$ cat config.mk
export PLATFORM = sky130hd
export DESIGN_NAME = id_ex_stage_flat
export DESIGN_NICKNAME = d
export VERILOG_FILES = /design/src/rtl/id_ex_stage_pkg.sv /design/src/rtl/id_ex_stage_if.sv /design/src/rtl/id_ex_stage_fwd_mux.sv /design/src/rtl/id_ex_stage.sv /design/src/flat_wrapper.sv
export SDC_FILE = /design/constraint.sdc
export NUM_CORES = 1
export LEC_CHECK = 0
export CORE_MARGIN = 2
export CORE_UTILIZATION = 36
export CTS_CLUSTER_SIZE = 12
export DETAILED_ROUTE_END_ITERATION = 8
export GPL_TIMING_DRIVEN = 0
export PLACE_DENSITY = 0.91
export SYNTH_ARGS = -nofsm -noshare
export SYNTH_HDL_FRONTEND = slang
export SYNTH_SLANG_ARGS = --single-unit
$ cat constraint.sdc
create_clock -name clk -period 1.6 [get_ports clk]
set_clock_uncertainty 0.05 [all_clocks]
set_input_delay 0.24 -clock clk [delete_from_list [all_inputs] [get_ports clk]]
set_output_delay 0.24 -clock clk [all_outputs]
set_load 0.05 [all_outputs]
$ cat src/rtl/id_ex_stage_pkg.sv
// Shared types for the ID/EX pipeline register slice: ALU control codes,
// register-number type, held control payload and the forwarding-hit helper.
package id_ex_stage_pkg;

    typedef logic [4:0] reg_t;

    localparam reg_t REG_ZERO = 5'd0;

    typedef enum logic [2:0] {
        ALU_AND  = 3'b000,
        ALU_OR   = 3'b001,
        ALU_ADD  = 3'b010,
        ALU_RAND = 3'b011,
        ALU_ROR  = 3'b100,
        ALU_SUB  = 3'b110,
        ALU_SLT  = 3'b111
    } alu_op_e;

    // Control portion of the instruction held in the stage
    typedef struct packed {
        reg_t       rs;
        reg_t       rt;
        reg_t       rdst;
        logic [2:0] alucont;
        logic       alusrc;
        logic       regwrite;
    } idex_ctrl_t;

    // A producer forwards to r only when it writes back r and r is not $zero
    function automatic logic fwd_hit(input logic wr_en, input reg_t wr_dst, input reg_t r);
        return wr_en && (wr_dst == r) && (r != REG_ZERO);
    endfunction

endpackage

$ cat src/rtl/id_ex_stage_if.sv
// Decode-side and execute-side handshake/payload bundle of the ID/EX stage.
// slave = the stage itself, master = its environment (decode + execute).
interface id_ex_stage_if #(parameter int N = 32);

    logic         in_valid;
    logic         in_ready;
    logic [N-1:0] in_rd1;
    logic [N-1:0] in_rd2;
    logic [4:0]   in_rs;
    logic [4:0]   in_rt;
    logic [4:0]   in_rdst;
    logic [15:0]  in_imm16;
    logic [2:0]   in_alucont;
    logic         in_alusrc;
    logic         in_signext;
    logic         in_regwrite;

    logic         out_valid;
    logic         out_ready;
    logic [N-1:0] alu_a;
    logic [N-1:0] alu_b;
    logic [2:0]   alu_cont;
    logic [4:0]   out_rdst;
    logic         out_regwrite;
    logic [N-1:0] out_store_data;

    modport slave (
        input  in_valid, in_rd1, in_rd2, in_rs, in_rt, in_rdst, in_imm16,
               in_alucont, in_alusrc, in_signext, in_regwrite, out_ready,
        output in_ready, out_valid, alu_a, alu_b, alu_cont, out_rdst,
               out_regwrite, out_store_data
    );

    modport master (
        output in_valid, in_rd1, in_rd2, in_rs, in_rt, in_rdst, in_imm16,
               in_alucont, in_alusrc, in_signext, in_regwrite, out_ready,
        input  in_ready, out_valid, alu_a, alu_b, alu_cont, out_rdst,
               out_regwrite, out_store_data
    );

endinterface

$ cat src/rtl/id_ex_stage_fwd_mux.sv
// Operand forwarding mux: picks the youngest in-flight producer of a register,
// falls back to the captured operand, and pins register 0 to zero.
module fwd_mux
    import id_ex_stage_pkg::*;
#(
    parameter int N = 32
) (
    input  reg_t         regnum,
    input  logic         exmem_regwrite,
    input  reg_t         exmem_rdst,
    input  logic [N-1:0] exmem_result,
    input  logic         memwb_regwrite,
    input  reg_t         memwb_rdst,
    input  logic [N-1:0] memwb_result,
    input  logic [N-1:0] captured,
    output logic [N-1:0] fwd
);

    // EX/MEM is younger than MEM/WB, so it is tested first
    always_comb begin
        fwd = captured;
        if (regnum == REG_ZERO) begin
            fwd = '0;
        end else if (fwd_hit(exmem_regwrite, exmem_rdst, regnum)) begin
            fwd = exmem_result;
        end else if (fwd_hit(memwb_regwrite, memwb_rdst, regnum)) begin
            fwd = memwb_result;
        end else begin
            fwd = captured;
        end
    end

endmodule

$ cat src/rtl/id_ex_stage.sv
// ID/EX pipeline stage: one-entry elastic register between decode and execute.
// Extends the immediate at capture, presents ALU operands combinationally from
// held state. Optional build macro IDEX_FORWARD_EN adds EX/MEM and MEM/WB
// operand forwarding and refreshes held operands while stalled; without it the
// forwarding ports are present but ignored. Valid range: 16 <= N.
module id_ex_stage
    import id_ex_stage_pkg::*;
#(
    parameter int N = 32
) (
    input  logic          clk,
    input  logic          resetn,
    id_ex_stage_if.slave  bus,
    input  logic          flush,
    input  logic          exmem_regwrite,
    input  logic [4:0]    exmem_rdst,
    input  logic [N-1:0]  exmem_result,
    input  logic          memwb_regwrite,
    input  logic [4:0]    memwb_rdst,
    input  logic [N-1:0]  memwb_result
);

    logic         valid_r;
    idex_ctrl_t   ctrl_r;
    logic [N-1:0] opa_r;
    logic [N-1:0] opb_r;
    logic [N-1:0] imm_r;

    logic         in_ready_s;
    logic         accept_s;
    logic [N-1:0] imm_ext_s;
    logic [N-1:0] fwd_a_s;
    logic [N-1:0] fwd_b_s;

    // Handshake: accept whenever the slot is empty or is being drained now
    always_comb begin
        in_ready_s = (!valid_r) || bus.out_ready;
        accept_s   = bus.in_valid && in_ready_s;
    end

    // Immediate extension happens before capture so the held value is final
    always_comb begin
        imm_ext_s = {{(N-16){bus.in_signext & bus.in_imm16[15]}}, bus.in_imm16};
    end

`ifdef IDEX_FORWARD_EN
    fwd_mux #(.N(N)) u_fwd_a (
        .regnum         (ctrl_r.rs),
        .exmem_regwrite (exmem_regwrite),
        .exmem_rdst     (exmem_rdst),
        .exmem_result   (exmem_result),
        .memwb_regwrite (memwb_regwrite),
        .memwb_rdst     (memwb_rdst),
        .memwb_result   (memwb_result),
        .captured       (opa_r),
        .fwd            (fwd_a_s)
    );

    fwd_mux #(.N(N)) u_fwd_b (
        .regnum         (ctrl_r.rt),
        .exmem_regwrite (exmem_regwrite),
        .exmem_rdst     (exmem_rdst),
        .exmem_result   (exmem_result),
        .memwb_regwrite (memwb_regwrite),
        .memwb_rdst     (memwb_rdst),
        .memwb_result   (memwb_result),
        .captured       (opb_r),
        .fwd            (fwd_b_s)
    );
`else
    logic unused_fwd_s;

    // Without forwarding the operands are exactly what was read at decode
    always_comb begin
        fwd_a_s      = opa_r;
        fwd_b_s      = opb_r;
        unused_fwd_s = ^{exmem_regwrite, exmem_rdst, exmem_result,
                         memwb_regwrite, memwb_rdst, memwb_result,
                         ctrl_r.rs, ctrl_r.rt};
    end
`endif

    // Occupancy and payload: reset, flush, capture, drain, or stall refresh
    always_ff @(posedge clk) begin
        if (!resetn) begin
            valid_r <= 1'b0;
            ctrl_r  <= '0;
            opa_r   <= '0;
            opb_r   <= '0;
            imm_r   <= '0;
        end else if (flush) begin
            valid_r <= 1'b0;
        end else if (accept_s) begin
            valid_r         <= 1'b1;
            ctrl_r.rs       <= bus.in_rs;
            ctrl_r.rt       <= bus.in_rt;
            ctrl_r.rdst     <= bus.in_rdst;
            ctrl_r.alucont  <= bus.in_alucont;
            ctrl_r.alusrc   <= bus.in_alusrc;
            ctrl_r.regwrite <= bus.in_regwrite;
            opa_r           <= bus.in_rd1;
            opb_r           <= bus.in_rd2;
            imm_r           <= imm_ext_s;
        end else if (valid_r && bus.out_ready) begin
            valid_r <= 1'b0;
        end else if (valid_r) begin
`ifdef IDEX_FORWARD_EN
            // A write-back seen while stalled must survive its single cycle
            opa_r <= fwd_a_s;
            opb_r <= fwd_b_s;
`else
            opa_r <= opa_r;
            opb_r <= opb_r;
`endif
        end else begin
            valid_r <= valid_r;
        end
    end

    // Outputs are taken straight from held state and the forwarding muxes
    always_comb begin
        bus.in_ready       = in_ready_s;
        bus.out_valid      = valid_r;
        bus.alu_a          = fwd_a_s;
        bus.alu_b          = ctrl_r.alusrc ? imm_r : fwd_b_s;
        bus.alu_cont       = ctrl_r.alucont;
        bus.out_rdst       = ctrl_r.rdst;
        bus.out_regwrite   = ctrl_r.regwrite;
        bus.out_store_data = fwd_b_s;
    end

endmodule

$ cat src/flat_wrapper.sv
// flat-port wrapper written by rule: the top's interface ports become plain ports
module id_ex_stage_flat import id_ex_stage_pkg::*;
#(
    parameter int N = 32
)
  (clk, resetn, flush, exmem_regwrite, exmem_rdst, exmem_result, memwb_regwrite, memwb_rdst, memwb_result, bus_in_valid, bus_in_rd1, bus_in_rd2, bus_in_rs, bus_in_rt, bus_in_rdst, bus_in_imm16, bus_in_alucont, bus_in_alusrc, bus_in_signext, bus_in_regwrite, bus_out_ready, bus_in_ready, bus_out_valid, bus_alu_a, bus_alu_b, bus_alu_cont, bus_out_rdst, bus_out_regwrite, bus_out_store_data);
  id_ex_stage_if #(.N(N)) bus_i ();
  input  logic clk;
  input  logic resetn;
  input  logic flush;
  input  logic exmem_regwrite;
  input  logic [4:0] exmem_rdst;
  input  logic [N-1:0] exmem_result;
  input  logic memwb_regwrite;
  input  logic [4:0] memwb_rdst;
  input  logic [N-1:0] memwb_result;
  input wire logic [$bits(bus_i.in_valid)-1:0] bus_in_valid;
  input wire logic [$bits(bus_i.in_rd1)-1:0] bus_in_rd1;
  input wire logic [$bits(bus_i.in_rd2)-1:0] bus_in_rd2;
  input wire logic [$bits(bus_i.in_rs)-1:0] bus_in_rs;
  input wire logic [$bits(bus_i.in_rt)-1:0] bus_in_rt;
  input wire logic [$bits(bus_i.in_rdst)-1:0] bus_in_rdst;
  input wire logic [$bits(bus_i.in_imm16)-1:0] bus_in_imm16;
  input wire logic [$bits(bus_i.in_alucont)-1:0] bus_in_alucont;
  input wire logic [$bits(bus_i.in_alusrc)-1:0] bus_in_alusrc;
  input wire logic [$bits(bus_i.in_signext)-1:0] bus_in_signext;
  input wire logic [$bits(bus_i.in_regwrite)-1:0] bus_in_regwrite;
  input wire logic [$bits(bus_i.out_ready)-1:0] bus_out_ready;
  output wire logic [$bits(bus_i.in_ready)-1:0] bus_in_ready;
  output wire logic [$bits(bus_i.out_valid)-1:0] bus_out_valid;
  output wire logic [$bits(bus_i.alu_a)-1:0] bus_alu_a;
  output wire logic [$bits(bus_i.alu_b)-1:0] bus_alu_b;
  output wire logic [$bits(bus_i.alu_cont)-1:0] bus_alu_cont;
  output wire logic [$bits(bus_i.out_rdst)-1:0] bus_out_rdst;
  output wire logic [$bits(bus_i.out_regwrite)-1:0] bus_out_regwrite;
  output wire logic [$bits(bus_i.out_store_data)-1:0] bus_out_store_data;
  assign bus_i.in_valid = bus_in_valid;
  assign bus_i.in_rd1 = bus_in_rd1;
  assign bus_i.in_rd2 = bus_in_rd2;
  assign bus_i.in_rs = bus_in_rs;
  assign bus_i.in_rt = bus_in_rt;
  assign bus_i.in_rdst = bus_in_rdst;
  assign bus_i.in_imm16 = bus_in_imm16;
  assign bus_i.in_alucont = bus_in_alucont;
  assign bus_i.in_alusrc = bus_in_alusrc;
  assign bus_i.in_signext = bus_in_signext;
  assign bus_i.in_regwrite = bus_in_regwrite;
  assign bus_i.out_ready = bus_out_ready;
  assign bus_in_ready = bus_i.in_ready;
  assign bus_out_valid = bus_i.out_valid;
  assign bus_alu_a = bus_i.alu_a;
  assign bus_alu_b = bus_i.alu_b;
  assign bus_alu_cont = bus_i.alu_cont;
  assign bus_out_rdst = bus_i.out_rdst;
  assign bus_out_regwrite = bus_i.out_regwrite;
  assign bus_out_store_data = bus_i.out_store_data;
  id_ex_stage #(.N(N)) u_core (.clk(clk), .resetn(resetn), .bus(bus_i), .flush(flush), .exmem_regwrite(exmem_regwrite), .exmem_rdst(exmem_rdst), .exmem_result(exmem_result), .memwb_regwrite(memwb_regwrite), .memwb_rdst(memwb_rdst), .memwb_result(memwb_result));
endmodule
# [Yosys cells after proc, flatten, opt, wreduce, memory -nomap -nowiden]
# Cells that the tools add are included.
[totals] ff_bits=92 input_bits=182 out_inout_bits=107 elab_cells=21
[op_classes] muxes=3 bitwise_logic=3 reduce_logical=7
[ops] cell="2-to-1 mux 32 bit" n=1
[ops] cell="logical AND 1 bit" n=2
[ops] cell="2-to-1 mux 1 bit" n=2
[ops] cell="inverter 1 bit" n=2
[ops] cell="AND reduction 2 bit" n=1
[ops] cell="nonzero test 2 bit" n=1
[ops] cell="OR reduction 2 bit" n=1
[ops] cell="AND 1 bit" n=1
[ops] cell="logical NOT 1 bit" n=1
[ops] cell="logical OR 1 bit" n=1

# [Longest topological paths before layout]
[logic_depth] ltp_word=4 mapped_depth=5 mapped_depth_nobuf=3

# [Least setup slack after synthesis]
# OpenSTA, ideal clock, no wires.
[synth_timing] path_type="reg2out" from="register u_core.opb_r[29], in the netlist u_core.bus.out_store_data[29]" to="output bus_alu_b[29]" t_arrival_ns=1.813 required_ns=1.310 path_slack_ns=-0.503 stages_incl_launch_ff=3 path_buffers=0 cell_sequence="dfxtp_1 -> inv_1 -> o21ai_0"
[synth_between] elab_chain_cells=1
[synth_lines] item="start, declared" line_no="id_ex_stage.sv:26" text="logic [N-1:0] opb_r;"
[synth_lines] item="start signal, assigned" line_no="id_ex_stage.sv:102" text="opb_r <= bus.in_rd2;"
[synth_lines] item="start signal, assigned" line_no="id_ex_stage.sv:113" text="opb_r <= opb_r;"
[synth_lines] item="2-to-1 mux 32 bit" line_no="id_ex_stage.sv:125" text="bus.alu_b = ctrl_r.alusrc ? imm_r : fwd_b_s;"
[synth_lines] item="end, declared" line_no="flat_wrapper.sv:32" text="output wire logic [$bits(bus_i.alu_b)-1:0] bus_alu_b;"
# Every way passes these cells.

# [Worst setup path in the final report]
[layout_timing] from="register u_core.ctrl_r[1] in the netlist's numbering" to="output bus_alu_b[13]"
[layout_between] elab_chain_cells=1
[layout_lines] item="start, declared" line_no="id_ex_stage.sv:24" text="idex_ctrl_t ctrl_r;"
[layout_lines] item="2-to-1 mux 32 bit" line_no="id_ex_stage.sv:125"
# Every way passes these cells.

==> out/qor.csv <==
stage,metric,value,unit
power_and_ir_drop,Total Power,0.00617,W
setup_path,crit path DAT,1.45,ns
synthesis,synthesized area,4170,um^2
global_route,largest net degree at the start of global routing,15,
finish,synth-to-layout area growth,68.3,%
floorplan,die width,112,um
worst_hold_path,Hold WC Path Type,in2reg,
detailed_routing,drt wl/cell,15.7,um
detailed_routing,Initial DRC Count,172,
finish,layout cell share with drive strength beyond 1,17.3,%
sta,RSZ-0062 raised after global routing,yes,
synthesis,Synth area leader,dfxtp_1,
global_route,total global-route track usage,20.3,%
sta,post-layout min period,1.74,ns
synthesis,area share of the largest cell type after synthesis,44.2,%
floorplan,core area,11400,um^2
sta,f_max,0.575,GHz
place,I/O Buffers,201,
synthesis,#FFs+latches synth,92,
sta,max_slew headroom,65.2,%
run_status,status,"complete, but fails checks",
setup_path,crit-path max FO,8,
sta,setup ws final,-0.139,ns
detailed_routing,drc violations,0,
global_route,grt ovf,0,
floorplan,FP Rows,39,
setup_path,Startpoint Class,flip-flop,
power_and_ir_drop,pwr/cell area,879,nW/um^2
floorplan,DIE AREA,12500,um^2
sta,Worst Tran Pin Value,0.524,ns
detailed_routing,routed vias,3959,
run_status,failing checks,negative setup slack,
sta,setup tns final,-2.53,ns
floorplan,# IOs,289,
cts,CTS Sinks,92,
detailed_routing,antenna-violating nets left,0,
cts,htree depth,3,
detailed_routing,drt total wl,13000,um
global_route,initial antenna violation count,0,
global_route,global-route wire length before repair,20300,um
setup_path,Critical Path End Type,output port,
place,RD Place Congestion,0.892,
setup_path,critical path class,reg2out,
sta,Fin. Hold Viols,0,
floorplan,Chip Height,112,um
synthesis,library cells used by synthesis,17,
synthesis,mean area per synthesized cell,9.03,um^2
detailed_routing,post-DR vias/cell,4.77,
cts,Worst-path clk slew,0.06,ns
synthesis,YS warnings,0,
finish,final instance area,7020,um^2
finish,Final Net Count,865,
synthesis,main area contributors after synthesis,"dfxtp_1 44%, mux2i_1 22%, nand2_1 16%, buf_12 4.8%, mux2_1 3.5%",
sta,final setup fails,31,
global_route,number of global-route vias before repair,4110,
power_and_ir_drop,P_leak,3.13,nW
cts,CTS tree,yes,
synthesis,"Net Count, Synth",644,
cts,Num CTS Buffers,9,
place,DP Wirelength,9610,um
cts,clk_lat worst skew,0.33,ns
floorplan,Initial Utilization,36.7,%
cts,Longest Clk Path Bufs,2,
detailed_routing,Initial DRT Pass Iterations,4,
sta,Final Max Tran Viols,0,
cts,# hold bufs at CTS,0,
power_and_ir_drop,maximum vdd drop,0.460,mV
place,placed inst area,6400,um^2
synthesis,"Seq/Total Area, Yosys",44.2,%
sta,part of the cycle the worst path needs,109,%
cts,clk root buf,clkbuf_16,
setup_path,Worst Path Required,1.31,ns
synthesis,Gate Count Post-Synth,462,
finish,antenna cells,0,
job,# Max-Cap Violations,0,
[final timing paths]
check                               startpoint                                 to  slack [ns]  cells past startpoint
max              u_core.ctrl_r[1]$_SDFFE_PN0P_                      bus_alu_b[13]       -0.14                      4
min                                     resetn  u_core.bus.alu_a[31]$_SDFFE_PN0P_        0.23                      3
max reg2reg  u_core.bus.out_valid$_SDFFE_PP0P_       u_core.imm_r[0]$_SDFFE_PN0P_        0.22                      5
min reg2reg  u_core.bus.alu_a[31]$_SDFFE_PN0P_  u_core.bus.alu_a[31]$_SDFFE_PN0P_        0.40                      2
[power breakdown]
part	leakage, nW	internal [W]	switching, W
clock	0.138	0.00124	0.000863
combinational	2.24	0.000666	0.000911
sequential	0.753	0.00241	0.0000768
[what timing repair did]
action / in CTS / in global routing
endpoints found under the setup margin: 107 / 38
setup buffers: 0 / 7
cloned: 2 / 0
pin swaps: 0 / 3
gates resized for setup: 350 / 19
[synthesized netlist by cell type (all sizes together)]
cell type	count
dfxtp	92
clkbuf	19
nand3	1
nor2b	1
buf	24
mux2	16
o21ai	16
nor2	1
nor3b	2
mux2i	91
inv	17
nand2	182
[cells in the final DEF, fill, tap and decap left out, drive strengths merged, types with 2 or more instances in the layout]
cell type and instances:
nand2 182, dlygate4sd2 68, clkinvlp 2, dfxtp 92, o21ai 16, mux2 16, clkdlybuf4s50 94, inv 17
clkdlybuf4s15 6, nor3b 2, mux2i 91, clkbuf 32, buf 64
[metal layers]
metal / GRT usage, % / wire length [um]
met4: 8.56 / 240
met1: 22.3 / 5110
met5: 0 / 0
met2: 37.2 / 6750
met3: 5.01 / 909
[sequential cells by signal (all words and copies together), names as in the netlist]
register,flops
u_core.imm_r,17
u_core.bus.out_rdst,5
u_core.bus.out_valid,1
u_core.bus.out_regwrite,1
u_core.bus.alu_cont,3
u_core.bus.alu_a,32
u_core.bus.out_store_data,32
u_core.ctrl_r,1
[area by class of cell]
cell class | instances | area [um^2]
buffer | 43 | 444
inverter | 17 | 63.8
timing repair buffer | 210 | 2080
tap | 143 | 179
clock inverter | 4 | 50.0
sequential | 92 | 1840
clock buffer | 11 | 243
multi-input combinational | 310 | 2120
fill | 931 | 4350
[kinds of logic (layout without fill, tap and decap cells)]
family / after synthesis / after routing / synth area share (%)
AND/OR/NAND/NOR: 187 / 187 / 17.6
multiplexers: 107 / 107 / 26.2
flip-flops: 92 / 92 / 44.2
buffers and inverters: 60 / 285 / 10.2
AO/OA/AOI/OAI: 16 / 16 / 1.92
[metrics by stage]
step                      hold WS, ns  setup WS (ns)  cells  utilization [%]
after floorplan                 0.266         -0.129    462                -
after global placement          0.392         -0.778    806             56.3
after detailed placement        0.397         -0.847    806             56.3
after CTS                       0.243         -0.166    823             60.6
after global routing            0.263         -0.175    830             61.7
final                           0.235         -0.139    830             61.7
[worst max-delay path, stage by stage (launching register included)]
cell and delay, ns:
dfxtp_2 0.34, buf_12 0.15, buf_12 0.15, mux2_4 0.31, buf_6 0.16
No activity file was read; power rests on OpenSTA's default activity.
